## src/rtl/spike_window_decoder.sv

```systemverilog
// Counts rising edges per output-neuron spike line over a fixed window, then reports counts, winner and tie.
// Latency: start sampled at t -> WINDOW_CYCLES sampled cycles -> result_valid at t+WINDOW_CYCLES+1.
// Backpressure: result held stable in DONE until result_ready; start is ignored outside IDLE.
module spike_window_decoder #(
    parameter  int N_OUT         = 2,
    parameter  int CNT_W         = 8,
    parameter  int WINDOW_CYCLES = 64,
    localparam int WIN_W         = (N_OUT > 1) ? $clog2(N_OUT) : 1,
    localparam int WC_W          = $clog2(WINDOW_CYCLES)
) (
    input  logic                   clk,
    input  logic                   rst,
    input  logic                   start,
    input  logic [N_OUT-1:0]       spike_in,
    output logic                   busy,
    output logic                   result_valid,
    input  logic                   result_ready,
    output logic [N_OUT*CNT_W-1:0] spike_count,
    output logic [WIN_W-1:0]       winner,
    output logic                   tie
);

    typedef enum logic [1:0] {IDLE, COUNT, DONE} state_t;

    localparam logic [CNT_W-1:0] CNT_MAX = '1;
    localparam logic [WC_W-1:0]  WC_LAST = WC_W'(WINDOW_CYCLES - 1);

    state_t           state;
    logic [N_OUT-1:0] prev;
    logic [WC_W-1:0]  wc_q;
    logic [CNT_W-1:0] cnt_q   [N_OUT];
    logic [CNT_W-1:0] cnt_nxt [N_OUT];
    logic [CNT_W-1:0] best_cnt;
    logic [WIN_W-1:0] best_idx;
    logic             dup;

    // Next counts include this cycle's edges so the final window cycle feeds the winner/tie decision.
    always_comb begin
        best_idx = '0;
        dup      = 1'b0;
        for (int i = 0; i < N_OUT; i++) begin
            cnt_nxt[i] = cnt_q[i];
            if (spike_in[i] && !prev[i] && cnt_q[i] != CNT_MAX)
                cnt_nxt[i] = cnt_q[i] + 1'b1;
        end
        best_cnt = cnt_nxt[0];
        for (int i = 1; i < N_OUT; i++) begin
            if (cnt_nxt[i] > best_cnt) begin
                best_cnt = cnt_nxt[i];
                best_idx = WIN_W'(i);
                dup      = 1'b0;
            end else if (cnt_nxt[i] == best_cnt) begin
                dup = 1'b1;
            end
        end
    end

    always_ff @(posedge clk) begin
        if (rst) begin
            state        <= IDLE;
            busy         <= 1'b0;
            result_valid <= 1'b0;
            winner       <= '0;
            tie          <= 1'b0;
            prev         <= '0;
            wc_q         <= '0;
            for (int i = 0; i < N_OUT; i++) cnt_q[i] <= '0;
        end else begin
            prev <= spike_in;
            case (state)
                IDLE: begin
                    if (start) begin
                        state <= COUNT;
                        busy  <= 1'b1;
                        wc_q  <= '0;
                        for (int i = 0; i < N_OUT; i++) cnt_q[i] <= '0;
                    end
                end
                COUNT: begin
                    for (int i = 0; i < N_OUT; i++) cnt_q[i] <= cnt_nxt[i];
                    wc_q <= wc_q + 1'b1;
                    if (wc_q == WC_LAST) begin
                        state        <= DONE;
                        result_valid <= 1'b1;
                        winner       <= best_idx;
                        tie          <= dup;
                    end
                end
                DONE: begin
                    if (result_ready) begin
                        state        <= IDLE;
                        result_valid <= 1'b0;
                        busy         <= 1'b0;
                    end
                end
                default: begin
                    state        <= IDLE;
                    busy         <= 1'b0;
                    result_valid <= 1'b0;
                end
            endcase
        end
    end

    for (genvar g = 0; g < N_OUT; g++) begin : g_pack
        assign spike_count[g*CNT_W +: CNT_W] = cnt_q[g];
    end

endmodule

```

## config.mk

```make
export PLATFORM = sky130hd
export DESIGN_NAME = spike_window_decoder
export DESIGN_NICKNAME = d
export VERILOG_FILES = /design/src/rtl/spike_window_decoder.sv
export SDC_FILE = /design/constraint.sdc
export NUM_CORES = 1
export LEC_CHECK = 0
export ABC_CLOCK_PERIOD_IN_PS = 2300
export CORE_MARGIN = 10
export CORE_UTILIZATION = 49
export DETAILED_ROUTE_END_ITERATION = 16
export GPL_TIMING_DRIVEN = 0
export PLACE_DENSITY = 0.76
export SYNTH_ARGS = -nofsm -noshare
export SYNTH_HDL_FRONTEND = slang
export SYNTH_SLANG_ARGS = --single-unit
export TNS_END_PERCENT = 5
```

## constraint.sdc

```tcl
create_clock -name clk -period 2.3 [get_ports clk]
set_input_delay 0.46 -clock clk [delete_from_list [all_inputs] [get_ports clk]]
set_output_delay 0.46 -clock clk [all_outputs]
set_load 0.02 [all_outputs]
```

# Word-level counts from Yosys, hierarchy flattened
# Memories as Yosys holds them, arrays and structs flattened.
# Index checks and enable logic that the tools add are counted.
# word_totals
word_cells	69
regBits	14
in_bits	6
n_memories	1
ramBits	16
output_inout_bits	20
# op_classes
addsub	3
n_eq_ne	9
order_cmp	1
bitwise	6
reduce_logical	13
n_mux	29
# memory_table
name	words	width	read_ports	rd_clocked_by_memory_dff	wr	line	rtl
cnt_q	2	8	2	0	2	31	logic [CNT_W-1:0] cnt_q [N_OUT];
# op_table
cell	n
8-bit 2-to-1 mux	6
8-bit by 1-bit adder with 8-bit output, second input constant	2
8-bit inequality test, second input constant	2
1-bit 2-to-1 mux	15
6-bit one-hot mux with 2 select lines	1
3-bit AND reduction	3
8-bit == test	1
8-bit > comparator	1
6-bit by 1-bit adder with 6-bit output, second input constant	1
6-bit == test, second input constant	1
2-bit 2-to-1 mux	3
6-bit 2-to-1 mux	1
2-bit inequality test, second input constant	3
1-bit one-hot mux with 3 select lines	2
2-bit one-hot mux with 3 select lines	1
1-bit logical AND	4
1-bit bitwise OR	4
2-bit AND reduction	2
2-bit by 1-bit == test with 1-bit output, second input constant	1
2-bit == test, second input constant	1
1-bit zero test	2
2-bit zero test	1
1-bit NOT	2
2-bit nonzero test	1

# Logic depth before layout (Yosys ltp)
# Gate-level depths: netlist (run 1).
# logic_depth
depth_word	7
depth_mapped	10
depth_no_buf	10

# Worst setup path after synthesis (run 1)
# No wires, ideal clock.
# synth_timing
path_type	register -> register
startpoint	memory cnt_q[0][0]
endpoint	register winner
arrival_time_ps	2578
period_less_slack_ps	2648
t_required_ps	2230
path_stages_with_launch	11
n_path_buf	0
setup_ps	70
slack_ps	-348
path_cell_list	edfxtp_1 -> ha_1 -> nand3_1 -> o21ai_2 -> or4_1 -> and2_1 -> ha_1 -> nand4_1 -> nor2_1 -> a311o_1 -> a21oi_1
# synth_lines
element	line	rtl
start, declared	31	
end signal, assigned	85	winner <= best_idx;
end, declared	19	output logic [WIN_W-1:0] winner,

==> impl_metrics.yaml, run 1 <==
timing:
  worst_pin_slew_ps: 816.7
  fin_ws_ps: -93.28
  whs_ps: 514.7
  finalSetupViolations: 1
  fmax_mhz: 417.8
  grt_setup_unrepaired: "true"
  period_share: 1.041
  finClkSkew_ps: 20.57
  drv_slew: 0
  fin_crit_ps: 2393
  relSlewSlack: 0.4556
  hold_viol: 0
pwr:
  switching_power_mw: 0.3424
  clkPwrFrac: 0.245
  p_comb_frac: 0.237
  ir_worst_vdd_v: 0.0004575
  intPower_mw: 0.8481
  netSwitchingFraction: 0.2876
  powerDensity_nw_per_um2: 499.7
  pwr-share-seq: 0.519
  p_leak_nw: 0.9165
die:
  rows: 21
  coreArea_um2: 3416
  die-area_um2: 6459
  die_x_um: 80.37
  top_level_ports: 26
  start_util: 0.5227
  die_h_um: 80.37
cts:
  cts_made_buffers: 5
  insertion_delay_ps: 340
  clock-sinks: 30
  clkTransAtPathRegs_ps: 80
  cts-root-buf: "clkbuf_4"
  h-tree-depth: 2
  cts_tree: "done"
  clk_path_buf_depth: 2
  postCtsHoldBufs: 0
synthesis:
  yosysTopAreaCellShare: 0.2691
  synth_area_um2: 1785
  synth_edf_count: 16
  synthArstFlopShare: 0
  ys_seq_area_frac: 0.4261
  synth.largest_area_cell: "edfxtp_1"
  synth.avg_cell_area_um2: 9.975
  synth_warnings: 0
  yosysMostFrequentCell: "nor2_1"
  netlist_top_cells_count: "nor2_1, edfxtp_1, dfxtp_1"
  ys.flop_type: "edfxtp_1"
  synth_seq_cells: 30
  ys_types: 46
  synth_nets: 196
  synthCells: 179
  synth_area_leaders: "edfxtp_1, dfxtp_1, ha_1"
min_path:
  hold_start: "spike_in[0]"
  hold_path_class: "in2reg"
setup_path:
  critPathLaunchType: "register"
  arrival_ps: 2600
  cp-startpoint: "cnt_q[0][1]"
  end_kind: "register"
  path_max_fanout: 7
  critical_path_class: "reg2reg"
  required_ps: 2510
  r2r-start: "cnt_q[0][1]"
detailed_routing:
  drtIter0Drc: 151
  drt-vias-per-instance: 5.799
  routedWlPerCell_um: 16.59
  postRouteAntennaNets: 0
  wl_um: 4547
  firstDrtPassIters: 5
  drc: 0
  vias: 1589
global_route:
  grt-busiest-layer: "met2"
  grt_use_met2: 0.2396
  grt_max_degree: 17
  grt_first_pass_wirelength_um: 7203
  grt_antenna_before_repair: 0
  grt_util_met3: 0.04120
  overflow: 0
  grt_pass1_vias: 1547
  met1_usage: 0.1576
  grtUsageTotal: 0.1384
final_layout:
  nNetsFinal: 244
  stdcell_count: 274
  nFillCells: 268
  syn_to_final_growth_pct: 33.43
  final_util: 0.6974
  antenna_cells: 0
  drive_above_1_share: 0.2237
run:
  maxCapViolCount: 0
placement:
  gp_congestion: 0.7944
  dpl.cell_count: 250
  hpwl_um: 3108
  numPortBuffers: 25
status:
  status: "finished, violations left"
  failed_checks: "negative setup slack"
[metal layers]
metal | share of wire | up-vias
li1 | - | 766
met1 | 0.42 | 758
met2 | 0.48 | 51
met3 | 0.080 | 14
met4 | 0.021 | 0
met5 | 0 | -
[repair_timing]
action,in CTS,in global routing
resized for setup,12,7
pin swaps,11,4
setup buffers,10,6
setup endpoints to repair,2,2
[cell families (layout without fill, tap and decap cells)]
| kind of cell | Yosys count | in the layout | share of synthesized area |
|---|---|---|---|
| buf+inv | 8 | 57 | 0.02382 |
| compound gates | 37 | 37 | 0.1409 |
| simple gates | 78 | 78 | 0.2474 |
| mux | 9 | 9 | 0.05536 |
| xor+xnor | 6 | 6 | 0.02943 |
| flops | 30 | 30 | 0.4261 |
| fa+ha+maj | 11 | 11 | 0.07708 |
[area by class of cell]
| cell class | instances | area, um2 | share of cell area |
|---|---|---|---|
| flip-flops and latches | 30 | 760.7 | 0.3193 |
| repair buffers | 41 | 371.6 | 0.1560 |
| inverters | 4 | 15.01 | 0.006303 |
| well taps | 46 | 57.56 | 0.02416 |
| multi-input cells | 141 | 1101 | 0.4622 |
| plain buffers | 4 | 27.53 | 0.01155 |
| clock buffers | 8 | 48.80 | 0.02048 |
[cells in the final DEF, fill, tap and decap left out, types with 5 or more instances in the layout]
cell type / synthesis / routed
clkdlybuf4s50_1: 0 / 23
nor2_1: 23 / 22
buf_4: 1 / 16
edfxtp_1: 16 / 16
dfxtp_1: 14 / 14
a21oi_1: 12 / 11
and2_1: 12 / 10
nand4_1: 8 / 8
ha_1: 11 / 6
nand2b_1: 5 / 5
nand3_1: 6 / 5
clkbuf_4: 0 / 5
[worst max-delay path, cell delays in order, from the launching register on]
cell and delay, ps:
edfxtp_1 480, ha_4 220, nand3_4 90, o21ai_4 90
or4_4 430, and2_4 160, ha_4 280, nand4_1 140
nor2_2 150, a311o_1 200, a21oi_2 30
[registers in the layout, summed over array words and instances, names as in the netlist]
signal	cells
state	2
winner	1
result_valid	1
tie	1
prev	2
busy	1
cnt_q	16
wc_q	6
[through the flow]
step | TNS (ps) | setup WS [ps] | area (um2) | total power [mW]
after detailed placement | -1818 | -623.1 | 2127 | 0.8533
after CTS | -8.995 | -8.995 | 2295 | 1.161
after global placement | -1252 | -652.8 | 2127 | 0.8426
after floorplan | -138.9 | -138.9 | 1819 | 0.7661
final | -93.28 | -93.28 | 2382 | 1.191
after global routing | -342.1 | -222.3 | 2382 | 1.245
[final timing paths]
path	slack, ps	end	depth (start not counted)
max reg2reg	-90	winner	10
min	510	prev[0]	2
min reg2reg	530	tie	2
max	-90	winner	10
[power by group through the flow]
| stage | sequential [mW] | combinational, mW | clock, mW |
|---|---|---|---|
| 2_1_floorplan | 0.651 | 0.115 | 0 |
| 3_3_place_gp | 0.630 | 0.213 | 0 |
| 3_5_place_dp | 0.633 | 0.220 | 0 |
| 4_1_cts | 0.617 | 0.250 | 0.295 |
| 5_1_grt | 0.621 | 0.305 | 0.319 |
| 6_report | 0.618 | 0.282 | 0.291 |
(Power assumes the default switching activity.)
==> run 2: changes to the inputs <==
--- a/config.mk
+++ b/config.mk
@@ -10,6 +10,7 @@
 export CORE_UTILIZATION = 49
 export DETAILED_ROUTE_END_ITERATION = 16
 export GPL_TIMING_DRIVEN = 0
+export MAX_ROUTING_LAYER = met4
 export PLACE_DENSITY = 0.76
 export SYNTH_ARGS = -nofsm -noshare
 export SYNTH_HDL_FRONTEND = slang
==> impl_metrics.yaml, run 2 (synthesized netlist as in run 1, its figures left out) <==
status:
  status: "finished, violations left"
  failed_checks: "negative setup slack"
timing:
  grt_setup_unrepaired: "true"
  period_share: 1.037
  relSlewSlack: 0.4744
  fmax_mhz: 419.5
  fin_crit_ps: 2384
  drv_slew: 0
  finClkSkew_ps: 20.92
  fin_ws_ps: -84.06
  finalSetupViolations: 1
  worst_pin_slew_ps: 788.4
  hold_viol: 0
placement:
  dp_slack_ps: -623.1
  gp_congestion: 0.8056
  dpl_cell_area_um2: 2127
  numPortBuffers: 25
  hpwl_um: 3108
detailed_routing:
  wl_um: 4526
  routedWlPerCell_um: 16.52
  drc: 0
  drtIter0Drc: 132
  drt-vias-per-instance: 5.803
  vias: 1590
  firstDrtPassIters: 5
  postRouteAntennaNets: 0
die:
  die_h_um: 80.37
  die-area_um2: 6459
  start_util: 0.5227
  die_x_um: 80.37
  rows: 21
  top_level_ports: 26
  coreArea_um2: 3416
min_path:
  hold_path_class: "in2reg"
  min_path_cells: 2
cts:
  clock-sinks: 30
  h-tree-depth: 2
  cts_made_buffers: 5
  clkTransAtPathRegs_ps: 80
  cts-root-buf: "clkbuf_4"
  clk_path_buf_depth: 2
  cts_tree: "done"
  postCtsHoldBufs: 0
  insertion_delay_ps: 340
setup_path:
  critPathLaunchType: "register"
  r2r_slack_ps: -80
  ff2ff_path_depth: 10
  path_max_fanout: 7
  end_kind: "register"
  arrival_ps: 2590
  critical_path_class: "reg2reg"
  required_ps: 2510
final_layout:
  nNetsFinal: 244
  drive_above_1_share: 0.2237
  nFillCells: 268
  reg_top3: "cnt_q (16), wc_q (6)"
  largest_reg_flops: 16
  antenna_cells: 0
  final_common_cell: "clkdlybuf4s50_1"
  syn_to_final_growth_pct: 33.43
  fin_area_um2: 2382
  top_register: "cnt_q"
  final_cell_mix: "clkdlybuf4s50_1, nor2_1, buf_4, edfxtp_1, dfxtp_1"
global_route:
  grt_antenna_before_repair: 0
  grt_first_pass_wirelength_um: 7203
  overflow: 0
  grt_max_degree: 17
  grt_pass1_vias: 1544
  grtUsageTotal: 0.1430
pwr:
  ir_worst_vdd_v: 0.0004570
  p_leak_nw: 0.9165
  powerDensity_nw_per_um2: 499.5
run:
  maxCapViolCount: 0
[run 2: cell counts in the layout (fill, tap and decap cells not counted)]
Identical to the previous run, type by type.
[run 2: per-layer routing]
| metal | global-route usage | part of all wire |
|---|---|---|
| met5 | - | 0 |
| met4 | 0.04577 | 0.022 |
| met3 | 0.04009 | 0.066 |
| met2 | 0.2396 | 0.48 |
| met1 | 0.1602 | 0.43 |
[run 2: where the power goes]
| part | internal (mW) | switching, mW |
|---|---|---|
| logic | 0.137 | 0.144 |
| registers | 0.590 | 0.0283 |
| clock network | 0.122 | 0.170 |
[run 2: final cells by class]
cell class | instances | area (um2) | share of cell area
plain buffers | 4 | 27.53 | 0.01155
multi-input cells | 141 | 1101 | 0.4622
clock buffers | 8 | 48.80 | 0.02048
flip-flops and latches | 30 | 760.7 | 0.3193
well taps | 46 | 57.56 | 0.02416
inverters | 4 | 15.01 | 0.006303
repair buffers | 41 | 371.6 | 0.1560
[run 2: path summary, 6_finish.rpt]
| check | end | start |
|---|---|---|
| setup / recovery | winner | cnt_q[0][1] |
| hold / removal | prev[0] | spike_in[0] |
| setup reg to reg | winner | cnt_q[0][1] |
| hold reg to reg | tie | tie |
[run 2: what timing repair did]
| action | in CTS | in global routing |
|---|---|---|
| pin swaps | 11 | 4 |
| setup endpoints to repair | 2 | 2 |
| resized for setup | 12 | 7 |
| setup buffers | 10 | 6 |
[run 2: worst max-delay path: stages (launching register included)]
cell,delay [ps]
edfxtp_1,480
ha_4,220
nand3_4,90
o21ai_4,90
or4_4,430
and2_4,170
ha_4,280
nand4_1,140
nor2_2,150
a311o_1,200
a21oi_2,30
[run 2: stage by stage]
step	hold slack [ps]	setup TNS [ps]	power, mW	utilization	std cells
after floorplan	494.1	-138.9	0.7661	-	179
after global placement	485.9	-1252	0.8426	0.6227	250
after CTS	517.2	-8.995	1.161	0.6718	268
after detailed placement	522.6	-1818	0.8533	0.6227	250
final	516.2	-84.06	1.190	0.6974	274
after global routing	515.0	-342.1	1.248	0.6974	274
==> run 3: changes to the inputs <==
--- a/config.mk
+++ b/config.mk
@@ -6,7 +6,7 @@
 export NUM_CORES = 1
 export LEC_CHECK = 0
 export ABC_CLOCK_PERIOD_IN_PS = 2300
-export CORE_MARGIN = 10
+export CORE_MARGIN = 2
 export CORE_UTILIZATION = 49
 export DETAILED_ROUTE_END_ITERATION = 16
 export GPL_TIMING_DRIVEN = 0
==> impl_metrics.yaml, run 3 (synthesized netlist as in run 1, its figures left out) <==
die:
  top_level_ports: 26
  die_x_um: 64.37
  coreArea_um2: 3416
  die_h_um: 64.37
  start_util: 0.5227
  die-area_um2: 4143
  rows: 21
placement:
  dpl.cell_count: 250
  numPortBuffers: 25
  gp_congestion: 0.8062
  hpwl_um: 3076
  dp_slack_ps: -692.0
timing:
  finalSetupViolations: 1
  drv_slew: 0
  relSlewSlack: 0.4655
  fmax_mhz: 420.6
  fin_crit_ps: 2378
  fin_ws_ps: -77.64
  finalSetupTns_ps: -77.64
  period_share: 1.034
  finClkSkew_ps: 13.72
  hold_viol: 0
  worst_pin_slew_ps: 801.7
  grt_setup_unrepaired: "true"
final_layout:
  multi_input_comb_area_um2: 1090
  stdcell_count: 271
  top_register: "cnt_q"
  largest_reg_flops: 16
  reg_top3: "cnt_q (16), wc_q (6)"
  regArea_um2: 760.7
  drive_above_1_share: 0.2267
  nNetsFinal: 241
  final_cell_mix: "clkdlybuf4s50_1, nor2_1, edfxtp_1"
  nFillCells: 280
  antenna_cells: 0
  final_common_cell: "clkdlybuf4s50_1"
  syn_to_final_growth_pct: 32.17
setup_path:
  critical_path_class: "reg2reg"
  end_kind: "register"
  critPathLaunchType: "register"
  r2r-end: "winner"
  required_ps: 2520
  slowest_delay_ps: 450
  slowest_stage: "edfxtp_1"
  r2r-start: "cnt_q[0][0]"
  path_max_fanout: 8
  ff2ff_path_depth: 10
  cp_cell_sequence: "ha_2 > nand3_4 > o21ai_4 > or3_4 > and2_4 > ha_4 > a21oi_2 > nor2_1 > a2111oi_2 > a21oi_2"
  cp_common_cell: "a21oi_2"
  arrival_ps: 2600
  r2r_slack_ps: -80
run:
  maxCapViolCount: 0
cts:
  clk_path_buf_depth: 2
  cts_made_buffers: 5
  cts-root-buf: "clkbuf_4"
  postCtsHoldBufs: 0
  clock-sinks: 30
  h-tree-depth: 2
  insertion_delay_ps: 330
  clkTransAtPathRegs_ps: 100
  cts_tree: "done"
detailed_routing:
  routedWlPerCell_um: 16.37
  vias: 1586
  postRouteAntennaNets: 0
  drt-vias-per-instance: 5.852
  firstDrtPassIters: 4
  drc: 0
  wl_um: 4437
  drtIter0Drc: 54
min_path:
  whs_endpoint: "prev[0]"
  hold_path_class: "in2reg"
  min_path_cells: 2
  hold_start: "spike_in[0]"
pwr:
  ir_worst_vdd_v: 0.0003580
  powerDensity_nw_per_um2: 513.6
  total_power_mw: 1.212
  p_leak_nw: 0.9162
global_route:
  grt_pass1_vias: 1649
  grt_first_pass_wirelength_um: 7341
  grtUsageTotal: 0.2375
  grt_max_degree: 17
  grt_antenna_before_repair: 0
  overflow: 0
status:
  failed_checks: "negative setup slack"
  status: "finished, violations left"
-- run 3: routing by layer --
layer / track usage / up-vias / routed length [um]
met4: 0.09309 / 0 / 45
met5: - / - / 0
met2: 0.4206 / 52 / 2305
met1: 0.2618 / 769 / 1850
met3: 0.04754 / 6 / 236
li1: - / 759 / -
-- run 3: worst max path at each step --
stage           startpoint      to  slack (ps)
6_report       cnt_q[0][0]  winner         -80
3_3_place_gp   spike_in[0]  winner        -650
3_5_place_dp   spike_in[1]  winner        -690
4_1_cts        cnt_q[0][0]  winner         -40
5_1_grt        cnt_q[0][8]  winner        -190
2_1_floorplan  cnt_q[0][1]  winner        -140
-- run 3: layout make-up --
| class | instances | area share |
|---|---|---|
| Buffer | 4 | 0.01166 |
| Clock buffer | 7 | 0.02333 |
| Clock inverter | 1 | 0.002121 |
| Inverter | 4 | 0.006363 |
| Multi-Input combinational cell | 141 | 0.4618 |
| Sequential cell | 30 | 0.3224 |
| Tap cell | 46 | 0.02439 |
| Timing Repair Buffer | 38 | 0.1479 |
-- run 3: worst max-delay path: cells and delay by family (launching register included) --
| kind | cells | cell delay [ps] |
|---|---|---|
| and+or+nand+nor | 4 | 710 |
| DFF | 1 | 450 |
| AOI/OAI and AO/OA | 4 | 640 |
| adders and majority gates | 2 | 490 |
-- run 3: report_power, final --
| group | total, mW | internal [mW] | switching [mW] | leakage [nW] |
|---|---|---|---|---|
| Sequential | 0.621 | 0.590 | 0.0309 | 0.297 |
| Combinational | 0.266 | 0.129 | 0.137 | 0.584 |
| Clock | 0.326 | 0.148 | 0.178 | 0.0353 |
-- run 3: per-stage QoR --
stage                     hold WS (ps)  area (um2)  utilization
final                            515.6        2360       0.6908
after global routing             518.8        2360       0.6908
after CTS                        502.4        2337       0.6842
after detailed placement         501.7        2127       0.6227
after global placement           486.4        2127       0.6227
after floorplan                  494.1        1819            -
-- run 3: what timing repair did --
item / CTS / global route
gates resized for setup: 15 / 4
setup endpoints to repair: 2 / 2
setup buffers: 12 / 1
pin swaps: 10 / 3
